`src/rtl/uart_rx_fifo.sv`:
```
// uart_rx_fifo: first-word-fall-through FIFO fed by a UART receiver.
// A push is generated on each rising edge of rx_ready (frame done);
// entries carry {rx_error, rx_data}. Pops occur when m_valid && m_ready.
//
// Ports:
//   clk, rst       - clock, asynchronous active-high reset
//   rx_ready       - receiver ready level (low while a frame arrives)
//   rx_data        - received character
//   rx_error       - receiver stop/parity error flag
//   m_valid        - head entry available (!empty)
//   m_data/m_error - head entry data and error tag
//   m_ready        - consumer pop request
//   count          - number of stored entries
//   full / empty   - occupancy flags
//   overflow       - sticky: a frame was dropped because the FIFO was full
//   clr_overflow   - synchronous clear of overflow (a coincident drop wins)
//
// Build option: define UART_RX_FIFO_DROP_ERR_EN to discard errored
// frames instead of storing them; m_error is then tied low.

module uart_rx_fifo #(
    parameter int DATA_BITS = 8,
    parameter int DEPTH     = 16
) (
    input  logic                       clk,
    input  logic                       rst,
    input  logic                       rx_ready,
    input  logic [DATA_BITS-1:0]       rx_data,
    input  logic                       rx_error,
    output logic                       m_valid,
    output logic [DATA_BITS-1:0]       m_data,
    output logic                       m_error,
    input  logic                       m_ready,
    output logic [$clog2(DEPTH):0]     count,
    output logic                       full,
    output logic                       empty,
    output logic                       overflow,
    input  logic                       clr_overflow
);

    localparam int AW = $clog2(DEPTH);

`ifdef UART_RX_FIFO_DROP_ERR_EN
    localparam int EW = DATA_BITS;
`else
    localparam int EW = DATA_BITS + 1;
`endif

    localparam logic [AW:0]   CNT_ONE = 1;
    localparam logic [AW:0]   CNT_MAX = DEPTH[AW:0];
    localparam logic [AW-1:0] PTR_ONE = 1;

    logic [EW-1:0] r_mem [DEPTH];
    logic [AW-1:0] r_wptr;
    logic [AW-1:0] r_rptr;
    logic [AW:0]   r_count;
    logic          r_rdy_q;
    logic          r_overflow;

    logic          w_push_req;
    logic          w_push;
    logic          w_pop;
    logic          w_full;
    logic          w_empty;
    logic          w_wr_en;
    logic          w_drop;
    logic [EW-1:0] w_wr_entry;
    logic [EW-1:0] w_head;

    // Rising edge of rx_ready marks the end of a frame. r_rdy_q resets
    // high so the receiver's idle-high ready does not look like an edge.
    assign w_push_req = rx_ready && !r_rdy_q;

`ifdef UART_RX_FIFO_DROP_ERR_EN
    assign w_push     = w_push_req && !rx_error;
    assign w_wr_entry = rx_data;
`else
    assign w_push     = w_push_req;
    assign w_wr_entry = {rx_error, rx_data};
`endif

    assign w_full  = (r_count == CNT_MAX);
    assign w_empty = (r_count == '0);
    assign w_pop   = !w_empty && m_ready;

    // When full, a simultaneous pop frees the slot being written
    // (write and read pointers coincide), so the push is accepted.
    assign w_wr_en = w_push && (!w_full || w_pop);
    assign w_drop  = w_push && w_full && !w_pop;

    assign w_head = r_mem[r_rptr];

    assign m_valid  = !w_empty;
    assign m_data   = w_head[DATA_BITS-1:0];
`ifdef UART_RX_FIFO_DROP_ERR_EN
    assign m_error  = 1'b0;
`else
    assign m_error  = w_head[DATA_BITS];
`endif
    assign count    = r_count;
    assign full     = w_full;
    assign empty    = w_empty;
    assign overflow = r_overflow;

    // Storage is deliberately not reset.
    always_ff @(posedge clk) begin
        if (w_wr_en) begin
            r_mem[r_wptr] <= w_wr_entry;
        end
    end

    always_ff @(posedge clk or posedge rst) begin
        if (rst) begin
            r_rdy_q    <= 1'b1;
            r_wptr     <= '0;
            r_rptr     <= '0;
            r_count    <= '0;
            r_overflow <= 1'b0;
        end else begin
            r_rdy_q <= rx_ready;

            if (w_wr_en) begin
                r_wptr <= r_wptr + PTR_ONE;
            end
            if (w_pop) begin
                r_rptr <= r_rptr + PTR_ONE;
            end

            unique case ({w_wr_en, w_pop})
                2'b10:   r_count <= r_count + CNT_ONE;
                2'b01:   r_count <= r_count - CNT_ONE;
                default: r_count <= r_count;
            endcase

            if (w_drop) begin
                r_overflow <= 1'b1;
            end else if (clr_overflow) begin
                r_overflow <= 1'b0;
            end
        end
    end

endmodule

```
`config.mk`:
```
export PLATFORM = sky130hd
export DESIGN_NAME = uart_rx_fifo
export DESIGN_NICKNAME = d
export VERILOG_FILES = /design/src/rtl/uart_rx_fifo.sv
export SDC_FILE = /design/constraint.sdc
export NUM_CORES = 1
export LEC_CHECK = 0
export ABC_AREA = 1
export BUFFER_PORTS_ARGS = -buffer_cell sky130_fd_sc_hd__buf_2
export CAP_MARGIN = 30
export CORE_MARGIN = 4
export CORE_UTILIZATION = 55
export DETAILED_ROUTE_END_ITERATION = 8
export PLACE_DENSITY = 0.79
export SLEW_MARGIN = 10
export SYNTH_ARGS = -nofsm -noshare
export SYNTH_HDL_FRONTEND = slang
export SYNTH_SLANG_ARGS = --single-unit
```
`constraint.sdc`:
```
create_clock -name clk -period 2.05 [get_ports clk]
set_input_delay 0.205 -clock clk [delete_from_list [all_inputs] [get_ports clk]]
set_output_delay 0.205 -clock clk [all_outputs]
set_load 0.01 [all_outputs]
```
; ---- Yosys cells after proc, flatten, opt, wreduce, memory -nomap -nowiden
; Memories as Yosys holds them, arrays and structs flattened.
; Index checks and enable logic that the tools add are counted.
[op_classes]
add_sub_neg = 4
eq_ne = 3
muxes = 5
reduce_logical = 13
[op_table]
columns = cell, n
row1 = $pmux W5 S2, 1
row2 = $add A4 B1 Y4 const B, 2
row3 = $add A5 B1 Y5 const B, 1
row4 = $eq A5 B5 Y1 const B, 1
row5 = $logic_and A1 B1 Y1, 5
row6 = $logic_not A5 Y1, 1
row7 = $sub A5 B1 Y5 const B, 1
row8 = $logic_not A1 Y1, 4
row9 = $mux W1, 4
row10 = $reduce_bool A2 Y1, 2
row11 = $eq A2 B1 Y1 const B, 1
row12 = $eq A2 B2 Y1 const B, 1
row13 = $logic_or A1 B1 Y1, 1
[word_totals]
regBits = 15
mem_bits_rw = 144
inputBits = 14
output_inout_bits = 18
word_cells = 31
n_memories = 1
[memory_table]
columns = name, depth, width, rd, rd_clocked_by_memory_dff, write_ports, line_no
row1 = r_mem, 16, 9, 1, 0, 1, 53  ; logic [EW-1:0] r_mem [DEPTH];

; ---- Depth between registers and ports, before layout
[logic_depth]
word_depth = 7
ltp_mapped = 14
ltp_nobuf = 14

; ---- Least setup slack after synthesis
; OpenSTA, ideal clock, no wires.
[synth_timing]
path_type = reg-to-reg
start = reg r_count[0], in the netlist count[0]
end = reg r_count[4], in the netlist count[4]
setup_time_ns = 0.113
arrival_time_ns = 1.864
t_required_ns = 1.937
setup_slack_ns = 0.073
path_stages_with_launch = 14
n_path_buf = 0
synth_period_minus_slack_ns = 1.977
cell_sequence = dfrtp_1 -> nor2_2 -> nand3_2 -> nand3_2 -> inv_1 -> ha_1 -> inv_1 -> o21ai_0 -> a21o_1 -> nand2_1 -> nand2_1 -> nand2_1 -> nand2_1 -> inv_1
[synth_between]
elab_chain_cells = 7
elab_cells_between_ends = 13
classes_between = add/sub: 2 / eq/ne: 3 / mux: 1 / reduce/logical: 7
[synth_lines]
columns = item, line_no
row1 = "start, declared", 56  ; logic [AW:0] r_count;
row2 = "start signal, assigned", 130  ; 2'b10: r_count <= r_count + CNT_ONE;
row3 = "start signal, assigned", 131  ; 2'b01: r_count <= r_count - CNT_ONE;
row4 = "start signal, assigned", 132  ; default: r_count <= r_count;
row5 = $logic_not A5 Y1 *, 83  ; assign w_empty = (r_count == '0);
row6 = $logic_not A1 Y1 *, --
row7 = net m_valid, 30  ; output logic m_valid,
row8 = $logic_and A1 B1 Y1 *, 84  ; assign w_pop = !w_empty && m_ready;
row9 = $logic_or A1 B1 Y1, 88  ; assign w_wr_en = w_push && (!w_full || w_pop);
row10 = $logic_and A1 B1 Y1, 88
row11 = $eq A2 B1 Y1 or $eq A2 B2 Y1 (tied branches), 129  ; unique case ({w_wr_en, w_pop})
row12 = $pmux W5 S2 or $reduce_bool A2 Y1 (tied branches), --
; The timed path passes the listed nets; every way through them passes the cells marked *.
; A chain may end at the register's enable or synchronous reset.

; ---- Worst setup path after layout
[layout_timing]
start = reg r_rptr[0]
end = out m_data[5]
[layout_between]
elab_chain_cells = 1
[layout_lines]
columns = item, line_no
row1 = "start, declared", 55  ; logic [AW-1:0] r_rptr;
row2 = "start signal, assigned", 126  ; r_rptr <= r_rptr + PTR_ONE;
row3 = $mem_v2 Z16 W9, --
row4 = "end, declared", 31  ; output logic [DATA_BITS-1:0] m_data,
; Every way passes these cells.

==> flow_summary_export.csv <==
group,metric,value,unit
timing,period_needed,2.16,ns
yosys,synthXorXnorAreaFrac,0.0127,
yosys,synth_adder_area_share,0.0176,
floorplanning,num_io_pins,32,
clock_network,cts-htree-levels,4,
floorplanning,initial_core_util,0.565,
worst_setup_path,endpoint_kind,"output pin",
yosys,yosysWarnings,0,
yosys,syn_nets,591,
detailed_routing,drt-total-wl,15700,um
floorplanning,die_h,119,um
worst_setup_path,cp.required,1.85,ns
yosys,synthMuxAreaShare,0,
yosys,yosysMostFrequentCell,"edfxtp_1",
floorplanning,fp.coreArea,12100,um2
timing,finalCritPeriodShare,1.06,
worst_hold_path,min_path_cells,2,
worst_hold_path,hp-class,"in -> reg",
detailed_routing,avgRoutedWirePerCell,19.5,um
clock_network,clockBufferDepth,2,
global_route,first_global_vias,4469,
detailed_routing,drcViolationCount,0,
yosys,synth_common_cells,"edfxtp_1, inv_1, nand2_1",
global_route,grt_max_degree,49,
global_route,gr-total-overflow,0,
yosys,synth_cells,568,
clock_network,cts-root-buf,"clkbuf_16",
clock_network,path_clk_slew,0.06,ns
timing,max-slew-margin-rel,0.434,
layout,nNetsFinal,647,
power_and_ir_drop,ir_drop,0.000909,V
timing,worst_clock_skew,0.00536,ns
worst_setup_path,crit_type,"reg -> out",
placed_design,dp_hpwl,9090,um
timing,fmax,0.462,GHz
layout,area_growth,21.2,%
timing,final-setup-viol-count,9,
yosys,yosys.cell_types.count,31,
status,run_status,"complete, but fails checks",
yosys,ys_ff_latch,159,
placed_design,placed_area,7200,um2
yosys,seq_area_frac_synth,0.689,
timing,finalMaxSlewViolations,0,
timing,tightest_slew,0.846,ns
global_route,grt_pass1_wl,23600,um
global_route,grt_usage,0.217,
worst_setup_path,r2r.worst_path.cells,9,
yosys,async_flop_share,0.0943,
placed_design,numPortBuffers,31,
yosys,syn_area,6820,um2
yosys,yosys.area_share.simple,0.100,
clock_network,clkLatencyLatePin,0.42,ns
power_and_ir_drop,p_leak,3.20,nW
placed_design,place_ws,-0.0494,ns
layout,fin_area,8260,um2
worst_setup_path,crit_arrival,1.96,ns
yosys,synth_top_area_share,0.634,
placed_design,routabilityCongestion,0.838,
clock_network,cts_buffers,17,
timing,hold_viol,0,
yosys,syn_avg_cell_area,12.0,um2
layout,n_antenna_cell,0,
layout,drive_gt1_frac,0.234,
detailed_routing,drt_iter0_markers,608,
detailed_routing,num_vias,4571,
timing,rsz0062_at_grt,"true",
worst_setup_path,path_max_fanout,24,
detailed_routing,avgViaCountPerCell,5.68,
flow_run,cap_violations,0,
worst_setup_path,start_kind,"flop",
status,violations,"negative setup slack",
yosys,synth_ff_type,"edfxtp_1",
yosys,synth_compound_area_frac,0.105,
detailed_routing,ant_nets,0,
yosys,synth-edff-count,144,
clock_network,cts_tree,"yes",
power_and_ir_drop,p_per_area,1440,nW/um2
clock_network,cts_sinks,159,
floorplanning,dieArea,14200,um2
global_route,grt_antenna_before_repair,0,
detailed_routing,firstDrtPassIters,8,
floorplanning,fp-row-count,40,
timing,setup_ws,-0.113,ns
yosys,synth_top_family_by_area,"compound AO/OA/AOI/OAI gates",
yosys,netlist_top_cells_area,"edfxtp_1, dfrtp_1, inv_1",
floorplanning,die_w,119,um
yosys,synth_top_area_cell,"edfxtp_1",
## through the flow
stage               power (W)  setup TNS (ns)  utilization  hold slack (ns)  std cells
finish                 0.0119          -0.764        0.685           0.0948        805
global route           0.0125           -1.68        0.685            0.107        805
CTS                    0.0111          -0.309        0.659           0.0657        796
detailed placement    0.00761          -0.131        0.597            0.329        755
global placement      0.00748               0        0.597            0.322        755
floorplan             0.00648               0            -            0.106        568
## registers in the layout (all words and copies together), names as in the netlist
register / count
r_mem: 144
r_rptr: 4
r_rdy_q: 1
r_wptr: 4
count: 5
overflow: 1
## final timing paths
path | from | endpoint | slack (ns)
worst min-delay path | m_ready | overflow | 0.09
max in group asynchronous | rst | r_rptr[0] | 1.11
worst max-delay path | r_rptr[0] | m_data[5] | -0.11
worst min register to register | overflow | overflow | 0.52
worst max register to register | count[0] | count[3] | 0.11
min in group asynchronous | rst | r_rptr[2] | 0.43
## timing repair
| item | CTS | global route |
|---|---|---|
| pin swaps | 7 | 18 |
| endpoints found under the setup margin | 19 | 83 |
| hold endpoints to repair | 16 | 0 |
| gates resized for setup | 18 | 47 |
| buffers inserted | 6 | 2 |
| hold buffers | 3 | 0 |
| gates cloned | 0 | 6 |
## logic make-up after synthesis
kind of cell    Yosys count
simple gates            147
flops                   159
fa+ha+maj                 9
compound gates          121
buf+inv                 123
xor+xnor                  9
## area by class of cell
type                            count  area [um2]
Inverter                           95         359
Clock inverter                     12         160
Sequential cell                   159        4710
Multi-Input combinational cell    286        1760
Tap cell                          168         210
Timing Repair Buffer               65         609
Fill cell                         806        3800
Clock buffer                       20         457
## metal layers
layer / GRT usage / up-vias / wire length [um]
met3: 0.0608 / 34 / 1230
met2: 0.355 / 218 / 8080
met4: 0.0838 / 0 / 293
met1: 0.275 / 2224 / 6130
li1: - / 2095 / -
met5: 0 / - / 0
## where the power goes
group	switching [W]	total, W	internal (W)
clock	0.00124	0.00323	0.00198
combinational	0.00279	0.00466	0.00187
sequential	0.000177	0.00401	0.00383
total	0.00421	0.0119	0.00768
## worst max-delay path, cell delays in order, from the launching register on
cell,delay [ns]
dfrtp_4,0.50
buf_12,0.17
buf_12,0.16
a21oi_1,0.17
o21ai_0,0.12
nand3_1,0.09
nand3_1,0.09
nand2_2,0.08
buf_2,0.13
## cells in the final DEF (no fill, tap or decap), types with 2 or more instances in the layout
master,instances
nor2_4,3
xor2_1,6
nand3_1,48
clkbuf_8,2
nand2_2,8
bufinv_16,3
nor2_1,7
dlygate4sd3_1,3
buf_16,2
a21oi_1,29
clkinv_4,3
nor3_1,2
edfxtp_1,144
xnor2_1,2
dfrtp_1,11
a21oi_2,12
o211ai_1,36
inv_1,91
clkinvlp_4,4
nor2_2,10
ha_1,8
dfrtp_4,2
nand3_4,2
buf_4,19
buf_2,28
o21ai_1,10
buf_6,5
nand2_4,2
clkinv_1,2
nand3_2,10
o21ai_0,30
nand2_1,54
buf_12,3
clkbuf_16,22
Note: power is estimated with default switching activity, not from simulation.
